==> config.mk <==
export PLATFORM = sky130hd
export DESIGN_NAME = imem_loader_flat
export DESIGN_NICKNAME = d
export VERILOG_FILES = /design/src/rtl/imem_loader_if.sv /design/src/rtl/imem_loader.sv /design/src/flat_wrapper.sv
export SDC_FILE = /design/constraint.sdc
export NUM_CORES = 1
export LEC_CHECK = 0
export CORE_UTILIZATION = 51
export CTS_BUF_LIST = sky130_fd_sc_hd__clkbuf_8
export CTS_CLUSTER_SIZE = 10
export DETAILED_ROUTE_END_ITERATION = 10
export PLACE_DENSITY = 0.9
export SYNTH_ARGS = -nofsm -noshare
export SYNTH_HDL_FRONTEND = slang
export SYNTH_SLANG_ARGS = --single-unit
==> constraint.sdc <==
create_clock -name clk -period 2.05 [get_ports clk]
set_input_delay 0.205 -clock clk [delete_from_list [all_inputs] [get_ports clk]]
set_output_delay 0.205 -clock clk [all_outputs]
set_load 0.1 [all_outputs]
==> src/rtl/imem_loader_if.sv <==
// Bus bundles for the boot loader: host byte stream in, instruction-memory write port out.
interface byte_stream_if;
    logic [7:0] rx_data;
    logic       rx_valid;
    logic       rx_ready;

    modport master (output rx_data, output rx_valid, input  rx_ready);
    modport slave  (input  rx_data, input  rx_valid, output rx_ready);
endinterface

interface imem_wr_if #(
    parameter int ADDR_WIDTH = 5
);
    logic                  mem_we;
    logic [ADDR_WIDTH-1:0] mem_addr;
    logic [31:0]           mem_wdata;

    modport master (output mem_we, output mem_addr, output mem_wdata);
    modport slave  (input  mem_we, input  mem_addr, input  mem_wdata);
endinterface

==> src/rtl/imem_loader.sv <==
// Boot-time instruction loader: parses a count/payload/checksum byte frame, writes 32-bit
// words into instruction memory, and keeps the core in reset until the image verifies.
module imem_loader #(
    parameter int ADDR_WIDTH = 5
) (
    input  logic                clk,
    input  logic                sys_rst,
    input  logic                start,
    byte_stream_if.slave        rx,
    imem_wr_if.master           mem,
    output logic                cpu_hold,
    output logic                done,
    output logic                err,
    output logic [ADDR_WIDTH:0] words_loaded
);

    localparam logic [2:0] S_IDLE    = 3'd0;
    localparam logic [2:0] S_COUNT   = 3'd1;
    localparam logic [2:0] S_PAYLOAD = 3'd2;
    localparam logic [2:0] S_WRITE   = 3'd3;
    localparam logic [2:0] S_CHECK   = 3'd4;
    localparam logic [2:0] S_DONE    = 3'd5;
    localparam logic [2:0] S_ERROR   = 3'd6;

    localparam logic [8:0]          CAPACITY = 9'(2 ** ADDR_WIDTH);
    localparam logic [ADDR_WIDTH:0] ONE      = {{ADDR_WIDTH{1'b0}}, 1'b1};

    logic [2:0]          state_q, state_d;
    logic [7:0]          xor_q, xor_d;
    logic [1:0]          idx_q, idx_d;
    logic [31:0]         asm_q, asm_d;
    logic [ADDR_WIDTH:0] n_q, n_d;
    logic [ADDR_WIDTH:0] words_q, words_d;
    logic                xfer;

    assign rx.rx_ready = (state_q == S_COUNT) || (state_q == S_PAYLOAD) || (state_q == S_CHECK);
    assign xfer        = rx.rx_valid && rx.rx_ready;

    always_comb begin
        state_d = state_q;
        xor_d   = xor_q;
        idx_d   = idx_q;
        asm_d   = asm_q;
        n_d     = n_q;
        words_d = words_q;
        case (state_q)
            S_IDLE, S_DONE, S_ERROR: begin
                if (start) begin
                    state_d = S_COUNT;
                    xor_d   = 8'd0;
                    idx_d   = 2'd0;
                    words_d = '0;
                end
            end
            S_COUNT: begin
                if (xfer) begin
                    // A legal count never exceeds 2^ADDR_WIDTH, so ADDR_WIDTH+1 bits hold it.
                    n_d   = rx.rx_data[ADDR_WIDTH:0];
                    xor_d = rx.rx_data;
                    if (rx.rx_data == 8'd0 || {1'b0, rx.rx_data} > CAPACITY) begin
                        state_d = S_ERROR;
                    end else begin
                        state_d = S_PAYLOAD;
                    end
                end
            end
            S_PAYLOAD: begin
                if (xfer) begin
                    asm_d = {asm_q[23:0], rx.rx_data};
                    xor_d = xor_q ^ rx.rx_data;
                    idx_d = idx_q + 2'd1;
                    if (idx_q == 2'd3) begin
                        state_d = S_WRITE;
                    end
                end
            end
            S_WRITE: begin
                words_d = words_q + ONE;
                state_d = (words_d == n_q) ? S_CHECK : S_PAYLOAD;
            end
            S_CHECK: begin
                if (xfer) begin
                    state_d = (rx.rx_data == xor_q) ? S_DONE : S_ERROR;
                end
            end
            default: state_d = S_IDLE;
        endcase
    end

    always_ff @(posedge clk) begin
        if (sys_rst) begin
            state_q <= S_IDLE;
            xor_q   <= 8'd0;
            idx_q   <= 2'd0;
            asm_q   <= 32'd0;
            n_q     <= '0;
            words_q <= '0;
        end else begin
            state_q <= state_d;
            xor_q   <= xor_d;
            idx_q   <= idx_d;
            asm_q   <= asm_d;
            n_q     <= n_d;
            words_q <= words_d;
        end
    end

    // Status outputs decode straight from the registered state, so they change on the deciding edge.
    assign mem.mem_we    = (state_q == S_WRITE);
    assign mem.mem_addr  = words_q[ADDR_WIDTH-1:0];
    assign mem.mem_wdata = asm_q;
    assign done          = (state_q == S_DONE);
    assign err           = (state_q == S_ERROR);
    assign cpu_hold      = (state_q != S_DONE);
    assign words_loaded  = words_q;

endmodule

==> src/flat_wrapper.sv <==
// flat-port wrapper written by rule: the top's interface ports become plain ports
module imem_loader_flat 
#(
    parameter int ADDR_WIDTH = 5
)
  (clk, sys_rst, start, cpu_hold, done, err, words_loaded, rx_rx_data, rx_rx_valid, rx_rx_ready, mem_mem_we, mem_mem_addr, mem_mem_wdata);
  byte_stream_if rx_i ();
  imem_wr_if #(.ADDR_WIDTH(ADDR_WIDTH)) mem_i ();
  input  logic clk;
  input  logic sys_rst;
  input  logic start;
  output logic cpu_hold;
  output logic done;
  output logic err;
  output logic [ADDR_WIDTH:0] words_loaded;
  input wire logic [$bits(rx_i.rx_data)-1:0] rx_rx_data;
  input wire logic [$bits(rx_i.rx_valid)-1:0] rx_rx_valid;
  output wire logic [$bits(rx_i.rx_ready)-1:0] rx_rx_ready;
  output wire logic [$bits(mem_i.mem_we)-1:0] mem_mem_we;
  output wire logic [$bits(mem_i.mem_addr)-1:0] mem_mem_addr;
  output wire logic [$bits(mem_i.mem_wdata)-1:0] mem_mem_wdata;
  assign rx_i.rx_data = rx_rx_data;
  assign rx_i.rx_valid = rx_rx_valid;
  assign rx_rx_ready = rx_i.rx_ready;
  assign mem_mem_we = mem_i.mem_we;
  assign mem_mem_addr = mem_i.mem_addr;
  assign mem_mem_wdata = mem_i.mem_wdata;
  imem_loader #(.ADDR_WIDTH(ADDR_WIDTH)) u_core (.clk(clk), .sys_rst(sys_rst), .start(start), .rx(rx_i), .mem(mem_i), .cpu_hold(cpu_hold), .done(done), .err(err), .words_loaded(words_loaded));
endmodule
==> results.md <==
- Synth Flop Type: dfxtp_1
- Largest net degree at the start of global routing: 34
- Slowest library cell on the worst path: dfxtp_1
- Synth-to-Final Area Change: 30.7%
- Commonest non-fill, non-tap cell in the layout: nand2_1
- Synth cell types: 51
- Clk slew on worst S/H paths: around 0.06 ns
- First-pass GRT wire length: roughly 11000 um
- Vias: about 2.7k
- Final nets: approximately 420
- N_diodes: 0
- Hold_buf cts: 0
- Crit path top cell by count: inv_1
- RR Startpoint: u_core.words_loaded[0]$_SDFFE_PP0P_
- # Post-CTS Setup Buffers: 0
- CP cell instances: buf_4 -> inv_1 -> or2_2 -> inv_1 -> buf_12
- H-Tree Level Count: 3
- Worst Path Required: between 1.5 and 2 ns
- HP Class: input port to register
- Power Density: between 1000 and 1500 mW/mm^2
- Slew margin rel.: between 60% and 70%
- Initial antenna violation count: 0
- Die height: ~76 um
- Placed insts: around 470
- Synth Net Count: about 360
- Flops & latches, synth: between 50 and 60
- Num Clock Sinks: 57
- GRT Resource Usage Total: 25.8%
- Post-route insts no fill: just under 500
- Register-to-Register Path Depth: 6
- Final Hold Fails: 0
- Placer Congestion: roughly 0.89
- Port Buffers: a little under 60
- CP delay by family, top: buffers and inverters
- Worst vdd rail ir drop: between 0.6 and 0.7 mV
- Crit path time final: 1.90 ns
- Seq/Total Area, Yosys: roughly two fifths
- Post-Route Setup TNS: 0 ns
- CP startpoint: u_core.state_q[2]$_SDFFE_PP0P_
- Worst hold path cell count: 2
- CTS tree: built
- P_leak: approximately 1.4 nW
- Final instance area: approximately 0.0036 sq mm
- Cts bufs inserted: 9
- Outcome: completed
- HP Start: sys_rst
- YS warnings: 0
- I/O pin total: 60
- CTS Buffer Depth: 2
- Worst setup path category: register to primary output
- Drt pass-1 iters: 5
- Drc violations: 0
- Post-synth ARST share: 0%
- Startpoint types: register
- Setup Skew: approximately 0.0048 ns
- Cells after synthesis: around 350
- Grt ovf: 0
- Number of enable flip-flop cells after synthesis: 0
- Endpoint type of the worst setup path: primary output
- Routed Antenna Nets: 0
- Average size of a mapped cell: 7.99 sq um
- Wirelength, routed: 7140 um
- Final period util: ~93%
- Initial Util: 53.6%
- Cell Rows: 26
- Worst-Skew Late Latency: 0.34 ns
- Pins Over Slew Limit: 0
- Data arrival time of the worst path: about 1.7 ns
- Final Util: between 70% and 80%
- Die area: around 0.0057 sq mm
- Share of cells above drive strength 1: 25.8%
- RSZ-0062 raised after global routing: no
- Placed Instance Area: approximately 0.0034 sq mm
- Max Clock Freq: around 530 MHz
- Number of DRC markers in iteration 0: around 160
- MaxCap Viol Count: 0
- Slew @ Worst Pin: approximately 0.51 ns
- Slowest cell delay on critical path: 0.48 ns
- Peak fanout along the critical path: 8
- Total Power: between 4 and 5 mW
- Chip width: 75.5 um
- Number of global-route vias before repair: between 2k and 2.5k
- Final setup violation count: 0
- Post-DP HPWL: ~5000 um
- Buffers & Inverters on Critical Path: 4
- Crit path depth: 5
- Root Driver: clkbuf_8
- Core area: around 0.0051 sq mm
- Cts repair resizes: 0
- Post-Syn Area: 0.00276 sq mm
- Commonest cells after routing, fill and taps aside: nand2_1 (75), buf_4 (60), dfxtp_1 (50)
- Vias per inst: around 5.6
- Drt wl/cell: 14.7 um
==> Yosys cell counts (7+ instances only) <==
| master | number | share of area, % |
|---|---|---|
| nand2_1 | 75 | 10 |
| dfxtp_1 | 57 | 41 |
| a21oi_1 | 41 | 7.4 |
| nor2_1 | 24 | 3.3 |
| o21ai_0 | 18 | 3.3 |
| buf_2 | 12 | 2.2 |
| xor2_1 | 11 | 3.5 |
| mux2i_1 | 9 | 3.3 |
| a32oi_1 | 8 | 2.5 |
| clkbuf_1 | 7 | 0.95 |
==> metal layers <==
layer / part of all wire (%) / vias up / track usage (%) / wire, um
met3: 6.2 / 16 / 6.22 / 446
met2: 50 / 95 / 42.1 / 3590
li1: - / 1309 / - / -
met1: 41 / 1284 / 32.2 / 2920
met4: 2.6 / 0 / 12.3 / 184
met5: 0 / - / 0 / 0
==> worst paths after layout <==
kind / slack [ns] / to
worst min register to register: 0.46 / u_core.mem.mem_wdata[27]$_SDFFE_PP0P_
worst max register to register: 0.22 / u_core.state_q[1]$_SDFFE_PP0P_
worst min-delay path: 0.26 / u_core.idx_q[0]$_SDFFE_PP0P_
worst max-delay path: 0.15 / done
==> worst register-to-register path, stage by stage (launching register included) <==
cell and delay, ns:
dfxtp_4 0.37, ha_1 0.26, xnor2_1 0.16, xnor2_1 0.14, o41a_1 0.44, a311oi_2 0.23
a211oi_2 0.10
==> logic make-up after synthesis <==
group	synth area share [%]
buffers and inverters	5.31
adder cells (fa/ha/maj)	1.27
flip-flops	41.4
AND/OR/NAND/NOR	23.0
XOR/XNOR	5.09
AO/OA/AOI/OAI	19.8
multiplexers	4.09
==> state kept, by name, indices dropped and copies added, names as in the netlist <==
register,count
u_core.mem.mem_wdata,32
u_core.xor_q,8
u_core.n_q,6
u_core.words_loaded,6
u_core.state_q,3
u_core.idx_q,2
==> area by class of cell <==
class	count	area, sq um
clock buffer	9	124
clock inverter	7	46.3
fill	404	1540
inverter	5	18.8
multi-input combinational	258	1470
sequential	57	1150
tap	70	87.6
timing repair buffer	78	696
==> through the flow <==
stage / setup slack, ns / hold slack [ns]
floorplan: 0.0436 / 0.341
global placement: 0.142 / 0.442
detailed placement: 0.00823 / 0.449
CTS: 0.0339 / 0.243
global route: 0.0645 / 0.256
finish: 0.153 / 0.263
==> power by group <==
part	switching [mW]	internal [mW]	leakage (nW)	total (mW)
Sequential	0.140	1.21	0.464	1.35
Clock	0.472	0.434	0.0814	0.905
Combinational	1.12	0.654	0.873	1.78
No activity file was read; power rests on OpenSTA's default activity.
